### config.mk
export PLATFORM = sky130hd
export DESIGN_NAME = pi_uart_rx
export DESIGN_NICKNAME = d
export VERILOG_FILES = /design/src/rtl/pi_uart_rx.sv
export SDC_FILE = /design/constraint.sdc
export NUM_CORES = 1
export LEC_CHECK = 0
export BUFFER_PORTS_ARGS = -buffer_cell sky130_fd_sc_hd__buf_2
export CAP_MARGIN = 15
export CORE_ASPECT_RATIO = 1.25
export CORE_MARGIN = 8
export CORE_UTILIZATION = 44
export CTS_BUF_LIST = sky130_fd_sc_hd__clkbuf_4 sky130_fd_sc_hd__clkbuf_8 sky130_fd_sc_hd__clkbuf_16
export CTS_CLUSTER_SIZE = 25
export DETAILED_ROUTE_END_ITERATION = 10
export PLACE_DENSITY_LB_ADDON = 0.2
export SLEW_MARGIN = 40
export SYNTH_ARGS = -nofsm -noshare
export SYNTH_HDL_FRONTEND = slang
export SYNTH_SLANG_ARGS = --single-unit
export TNS_END_PERCENT = 30
### constraint.sdc
create_clock -name clk -period 2.4 [get_ports clk]
set_clock_uncertainty 0.05 [all_clocks]
set_input_delay 0.12 -clock clk [delete_from_list [all_inputs] [get_ports clk]]
set_output_delay 0.12 -clock clk [all_outputs]
set_load 0.03 [all_outputs]
### src/rtl/pi_uart_rx.sv
// 8N1 UART receiver for the Raspberry Pi GPIO link: mid-bit sampling with a
// 2-flop synchronizer, one-cycle valid / frame_err pulses and a busy flag.
module pi_uart_rx #(
  parameter int unsigned DIV = 434
) (
  input  logic       clk,
  input  logic       rst,
  input  logic       rx,
  output logic [7:0] data,
  output logic       valid,
  output logic       frame_err,
  output logic       busy
);

  localparam int unsigned TW = (DIV > 1) ? $clog2(DIV) : 1;
  localparam logic [TW-1:0] HALF_M1 = TW'(DIV / 2 - 1);
  localparam logic [TW-1:0] FULL_M1 = TW'(DIV - 1);

  typedef enum logic [2:0] {
    IDLE,
    START,
    DATA,
    STOP,
    WAIT_HIGH
  } state_t;

  state_t        state_q;
  logic          rx_m_q;
  logic          rx_s_q;
  logic [TW-1:0] timer_q;
  logic [2:0]    idx_q;
  logic [7:0]    shift_q;
  logic [7:0]    data_q;
  logic          valid_q;
  logic          ferr_q;
  logic          busy_q;
  logic          half_tick;
  logic          full_tick;

  always_ff @(posedge clk) begin
    if (rst) begin
      rx_m_q <= 1'b1;
      rx_s_q <= 1'b1;
    end else begin
      rx_m_q <= rx;
      rx_s_q <= rx_m_q;
    end
  end

  always_comb begin
    half_tick = (timer_q == HALF_M1);
    full_tick = (timer_q == FULL_M1);
  end

  // The stop bit is judged at its midpoint and IDLE is re-entered right there,
  // so a start edge directly following the stop bit is still caught.
  always_ff @(posedge clk) begin
    if (rst) begin
      state_q <= IDLE;
      timer_q <= '0;
      idx_q   <= '0;
      shift_q <= '0;
      data_q  <= '0;
      valid_q <= 1'b0;
      ferr_q  <= 1'b0;
      busy_q  <= 1'b0;
    end else begin
      valid_q <= 1'b0;
      ferr_q  <= 1'b0;
      case (state_q)
        IDLE: begin
          if (!rx_s_q) begin
            state_q <= START;
            timer_q <= '0;
            busy_q  <= 1'b1;
          end
        end
        START: begin
          if (half_tick) begin
            timer_q <= '0;
            idx_q   <= '0;
            if (rx_s_q) begin
              state_q <= IDLE;
              busy_q  <= 1'b0;
            end else begin
              state_q <= DATA;
            end
          end else begin
            timer_q <= timer_q + TW'(1);
          end
        end
        DATA: begin
          if (full_tick) begin
            timer_q         <= '0;
            shift_q[idx_q]  <= rx_s_q;
            idx_q           <= idx_q + 3'd1;
            if (idx_q == 3'd7) begin
              state_q <= STOP;
            end
          end else begin
            timer_q <= timer_q + TW'(1);
          end
        end
        STOP: begin
          if (full_tick) begin
            timer_q <= '0;
            if (rx_s_q) begin
              data_q  <= shift_q;
              valid_q <= 1'b1;
              state_q <= IDLE;
              busy_q  <= 1'b0;
            end else begin
              ferr_q  <= 1'b1;
              state_q <= WAIT_HIGH;
            end
          end else begin
            timer_q <= timer_q + TW'(1);
          end
        end
        WAIT_HIGH: begin
          if (rx_s_q) begin
            state_q <= IDLE;
            busy_q  <= 1'b0;
          end
        end
        default: begin
          state_q <= IDLE;
          busy_q  <= 1'b0;
        end
      endcase
    end
  end

  assign data      = data_q;
  assign valid     = valid_q;
  assign frame_err = ferr_q;
  assign busy      = busy_q;

endmodule
==> results of run 1 <==
sequential cells by signal, summed over array words and instances (netlist names):
name,count
busy,1
data,8
frame_err,1
idx_q,3
rx_m_q,1
rx_s_q,1
shift_q,8
state_q,3
timer_q,9
valid,1
layout by cell type, fill, tap and decap left out, types with 3 or more instances in the layout:
cell type  count
a21oi_1        5
buf_2         13
dfxtp_1       36
mux2i_1       19
nor3_1         5
nand3_1        7
nor2_1        15
ha_1           5
nor2b_1        3
nand4_1        6
o21ai_0        8
nand2b_1       4
nand2_1       20
and3_1         5
o32ai_1        3
clkbuf_8       5
inv_1          8
or2_2          3
area by class of cell:
cell class	instances	area, um2
clock buffers	5	68.8
inverters	8	30.0
flip-flops and latches	36	721
well taps	56	70.1
clock inverters	3	42.5
repair buffers	16	90.1
fillers	387	2000
multi-input cells	148	1040
metal layers:
metal | wire [um] | vias up | part of all wire [%] | track usage, %
li1 | - | 764 | - | -
met4 | 114 | 0 | 2.7 | 7.47
met5 | 0 | - | 0 | 0
met2 | 2130 | 42 | 51 | 22.8
met3 | 165 | 11 | 4.0 | 3.51
met1 | 1740 | 730 | 42 | 15.1
worst reg2reg max path: stages (launching register included):
cell and delay, ns:
dfxtp_1 0.33, inv_1 0.11, ha_1 0.18, and4b_1 0.40, a21oi_2 0.16, a2111oi_0 0.60, a311oi_1 0.12
cells by family (layout without fill, tap and decap cells):
logic type      after synthesis  in the layout  share of synthesized area (%)
mux                          19             19                           10.3
simple gates                 88             88                           27.1
fa+ha+maj                     5              5                           3.39
buf+inv                      20             32                           4.34
compound gates               35             35                           15.3
xor+xnor                      1              1                          0.475
flops                        36             36                           39.1
power breakdown:
part	total [mW]	switching (mW)	internal, mW
sequential	0.645	0.0276	0.618
clock	0.534	0.227	0.307
combinational	0.263	0.166	0.0977
timing repair:
action / 4_1_cts / 5_1_grt
hold buffers: 1 / 0
hold endpoints to repair: 1 / 0
setup buffers: 0 / 0
resized for setup: 0 / 0
worst max-delay path by stage:
stage               start    endpoint
2_1_floorplan  timer_q[1]  timer_q[7]
3_3_place_gp   timer_q[1]  timer_q[5]
3_5_place_dp   timer_q[1]  timer_q[5]
4_1_cts        timer_q[1]  timer_q[5]
5_1_grt        timer_q[1]  timer_q[5]
6_report       timer_q[1]  timer_q[5]
through the flow:
stage                     instances  util [%]  area (um2)  setup WS, ns  total power [mW]
after floorplan                 204         -        1840         0.809             0.854
after global placement          263      47.8        1940         0.538             0.903
after detailed placement        263      47.8        1940         0.384             0.917
after CTS                       272      50.8        2070         0.367              1.45
after global routing            272      50.8        2070         0.313              1.50
final                           272      50.8        2070         0.308              1.44
==> run_results.csv, run 1 <==
group,metric,value,unit
job,cap_violations,0,
synth,synth_top_area_cell,"dfxtp_1",
die,start_util,45.4,%
drt,final_antenna_net_count,0,
cts,clock_sinks,36,
pwr,powerDensity,698,nW/um2
drt,route.detailed.drc,0,
timing,rsz0062_at_grt,"no",
die,rows,26,
setup_path,cp_slowest_cell,"a2111oi_0",
synth,async_flop_share,0,%
cts,clock_latency,0.29,ns
placement,numPortBuffers,13,
cts,cts-root-buf,"clkbuf_8",
global_route,grt_antenna_before_repair,0,
timing,timing.final.crit_share,87.2,%
global_route,grt_max_degree,24,
cts,cts_buffers,5,
global_route,grt_overflow,0,
timing,holdWs,0.209,ns
timing,finalCriticalPeriod,2.09,ns
setup_path,crit_family,"compound AO/OA/AOI/OAI gates",
placement,hpwlAfterDp,2980,um
die,ios,14,
global_route,grt_pass1_wl,6870,um
die,die_y,88.4,um
synth,synth.most_common_cell,"dfxtp_1",
synth,seq_area_frac_synth,39.1,%
synth,synth_common_cells,"dfxtp_1 (36), nand2_1 (20), mux2i_1 (19), nor2_1 (15)",
timing,worst_slew_pin_slew,0.649,ns
timing,slew_violations,0,
synth,synth.distinct_cells,47,
die,die_w,73.9,um
timing,clock.fmax,478,MHz
synth,synthTopCellsByArea,"dfxtp_1 (39%), mux2i_1 (10%), nand2_1 (4.1%), ha_1 (3.4%), nor2_1 (3.1%)",
setup_path,cp_num_cells,6,
layout,synthToLayoutAreaGrowth,12.0,%
setup_path,path_max_fanout,8,
synth,synth_area,1840,um2
setup_path,startpoint_type,"register",
drt,wirelength,4150,um
layout,drive_gt1_share,17.6,%
drt,vias,1547,
setup_path,crit_path_end_kind,"register",
cts,clk_pin_slew_worst_paths,0.07,ns
synth,synthCells,204,
setup_path,ff2ff_setup_slack,0.31,ns
setup_path,path_buf_inv,1,
pwr,vdd_ir_drop_max,383,uV
setup_path,crit_path_cell_trace,"inv_1 > ha_1 > and4b_1 > a21oi_2 > a2111oi_0 > a311oi_1",
setup_path,r2r-start,"timer_q[1]",
hold_path,worstHoldEndpoint,"data[3]",
hold_path,hold_depth,2,
setup_path,worst_ep_required_time,2.49,ns
setup_path,cpPeakStageDelay,0.60,ns
synth,synth-main-ff-cell,"dfxtp_1",
die,core_area,4070,um2
synth,synthesis.nets,212,
drt,via_per_inst,5.69,
hold_path,min_from,"rst",
drt,initialDrtViolationCount,145,
drt,wl_per_cell,15.2,um
synth,ys_ff_latch,36,
hold_path,hp-class,"in -> reg",
layout,final_nets,223,
placement,place_congestion,0.893,
cts,htree_levels,2,
setup_path,reg2reg_to,"timer_q[5]",
drt,first_pass_iters,4,
timing,setup_viol,0,
timing,finalSetupTns,0,ns
synth,synth.avg_cell_area,9.04,um2
setup_path,worstRegToRegCells,6,
cts,clockBufferDepth,2,
setup_path,cp.arrival,2.19,ns
cts,cts_tree,"done",
pwr,p_leak,0.875,nW
status,status,"finished, final reports clean",
layout,antenna_cells,0,
timing,hold_violations,0,
die,die_area,6530,um2
timing,maxSlewHeadroom,55.6,%
global_route,grt_usage,13.6,%
setup_path,path_class,"reg -> reg",
synth,yosysWarnings,0,
global_route,grt_pass1_vias,1505,
synth,synth-edff-count,0,
synth,synth_top_area_share,39.1,%
No activity file was read; power rests on OpenSTA's default activity.
==> run 2: changes to the inputs <==
--- a/config.mk
+++ b/config.mk
@@ -11,9 +11,9 @@
 export CORE_MARGIN = 8
 export CORE_UTILIZATION = 44
 export CTS_BUF_LIST = sky130_fd_sc_hd__clkbuf_4 sky130_fd_sc_hd__clkbuf_8 sky130_fd_sc_hd__clkbuf_16
+export CTS_CLUSTER_DIAMETER = 120
 export CTS_CLUSTER_SIZE = 25
 export DETAILED_ROUTE_END_ITERATION = 10
-export PLACE_DENSITY_LB_ADDON = 0.2
 export SLEW_MARGIN = 40
 export SYNTH_ARGS = -nofsm -noshare
 export SYNTH_HDL_FRONTEND = slang
==> run 2 against run 1 <==
- final cell count did not move
- highest routed layer unchanged
- combinational power shrank 2%
- worst setup slack improved by 0.12 ns
- cell area shrank 0.67%
- critical path type unchanged
==> run_results.csv, run 2 (synthesis results as in run 1) <==
group,metric,value,unit
status,status,"finished, final reports clean",
cts,clockBufferDepth,2,
layout,drive_gt1_share,17.6,%
cts,htree_levels,2,
pwr,p_leak,0.873,nW
drt,wl_per_cell,15.3,um
drt,vias,1571,
setup_path,path_class,"reg -> reg",
job,cap_violations,0,
pwr,switchingPower,0.406,mW
placement,hpwlAfterDp,2920,um
drt,dr_wl_met3,126,um
timing,finalCriticalPeriod,1.98,ns
drt,initialDrtViolationCount,150,
timing,hold_violations,0,
drt,met1_length,1820,um
setup_path,path_buf_inv,1,
drt,highest_layer,"met4",
drt,first_pass_iters,4,
drt,route.met2.wl,2120,um
drt,route.detailed.drc,0,
pwr,sw_frac_of_total,29.5,%
setup_path,crit_family,"compound AO/OA/AOI/OAI gates",
pwr,internal_power,0.971,mW
setup_path,cp.arrival,2.08,ns
setup_path,crit_path_cell_trace,"inv_1 > ha_1 > and4b_1 > a21oi_2 > a2111oi_0 > a311oi_1",
drt,wirelength,4150,um
global_route,grt_pass1_wl,7070,um
setup_path,crit_path_end_kind,"register",
cts,cts_resized,0,
die,die_y,88.4,um
hold_path,hp-class,"in -> reg",
pwr,p_comb_share,18.7,%
layout,largest_reg_flops,9,
pwr,clockPowerShare,34.2,%
placement,numPortBuffers,13,
cts,clk_pin_slew_worst_paths,0.07,ns
cts,cts-root-buf,"clkbuf_8",
layout,top_register,"timer_q",
die,die_w,73.9,um
cts,cts_buffers,5,
global_route,grt_overflow,0,
die,ios,14,
layout,final_common_cell,"dfxtp_1",
layout,num-fill-cells,392,
global_route,grt_usage,13.9,%
timing,clock.fmax,506,MHz
cts,clock_sinks,36,
setup_path,path_max_fanout,8,
layout,antenna_cells,0,
cts,clock_latency,0.29,ns
die,rows,26,
layout,final_nets,223,
layout,synthToLayoutAreaGrowth,11.3,%
setup_path,cp_slowest_cell,"a2111oi_0",
drt,via_per_inst,5.78,
pwr,vdd_ir_drop_max,424,uV
timing,maxSlewHeadroom,59.9,%
layout,multi_input_area,1040,um2
timing,worst_slew_pin_slew,0.586,ns
die,die_area,6530,um2
global_route,grt_antenna_before_repair,0,
pwr,powerDensity,671,nW/um2
timing,finalSetupTns,0,ns
layout,layout_common_cells,"dfxtp_1 (36), nand2_1 (20), mux2i_1 (19), nor2_1 (15), buf_2 (13)",
setup_path,worst_ep_required_time,2.50,ns
global_route,grt_pass1_vias,1562,
timing,timing.final.crit_share,82.3,%
cts,cts_tree,"done",
timing,slew_violations,0,
setup_path,startpoint_type,"register",
drt,final_antenna_net_count,0,
timing,setup_viol,0,
die,core_area,4070,um2
setup_path,cpPeakStageDelay,0.56,ns
timing,holdWs,0.205,ns
die,start_util,45.4,%
global_route,grt_max_degree,24,
pwr,seqPwrFrac,47.2,%
layout,seqCellArea,721,um2
timing,rsz0062_at_grt,"no",
placement,place_congestion,0.827,
[run 2: cell count changes in the layout (fill, tap and decap cells not counted)]
cell	change
bufinv_16	-1
clkbuf_4	+2
clkbuf_8	+1
clkinv_2	-1
clkinvlp_4	-1
[run 2: worst paths after layout]
| kind | from | to | slack [ns] | cells after the start |
|---|---|---|---|---|
| max | timer_q[1] | timer_q[5] | 0.42 | 6 |
| min | rst | data[2] | 0.21 | 2 |
| max reg2reg | timer_q[1] | timer_q[5] | 0.42 | 6 |
| min reg2reg | rx_m_q | rx_s_q | 0.36 | 1 |
[run 2: repair_timing]
item | in CTS | in global routing
setup buffers | 0 | 0
hold buffers | 1 | 0
endpoints found under the hold margin | 1 | 0
[run 2: cell type report]
cell class	instances	share of cell area, %
Clock buffer	8	4.76
Inverter	8	1.46
Multi-Input combinational cell	148	50.9
Sequential cell	36	35.1
Tap cell	56	3.41
Timing Repair Buffer	16	4.39
[run 2: stage by stage]
stage	std cells	worst slack (ns)	utilization, %	area, um2	power [mW]
global placement	263	0.567	47.8	1940	0.907
detailed placement	263	0.405	47.8	1940	0.916
floorplan	204	0.809	-	1840	0.854
finish	272	0.424	50.5	2050	1.38
global route	272	0.335	50.5	2050	1.43
CTS	272	0.397	50.5	2050	1.39
[run 2: per-layer routing]
metal	global-route usage, %	up-vias
li1	-	760
met1	14.4	772
met2	25.2	31
met3	3.74	8
met4	5.65	0
met5	0	-
[run 2: power groups by stage]
stage / clock, mW / sequential [mW] / combinational (mW)
6_report: 0.471 / 0.649 / 0.257
5_1_grt: 0.504 / 0.651 / 0.276
4_1_cts: 0.486 / 0.647 / 0.258
3_5_place_dp: 0 / 0.662 / 0.255
3_3_place_gp: 0 / 0.658 / 0.249
2_1_floorplan: 0 / 0.649 / 0.205
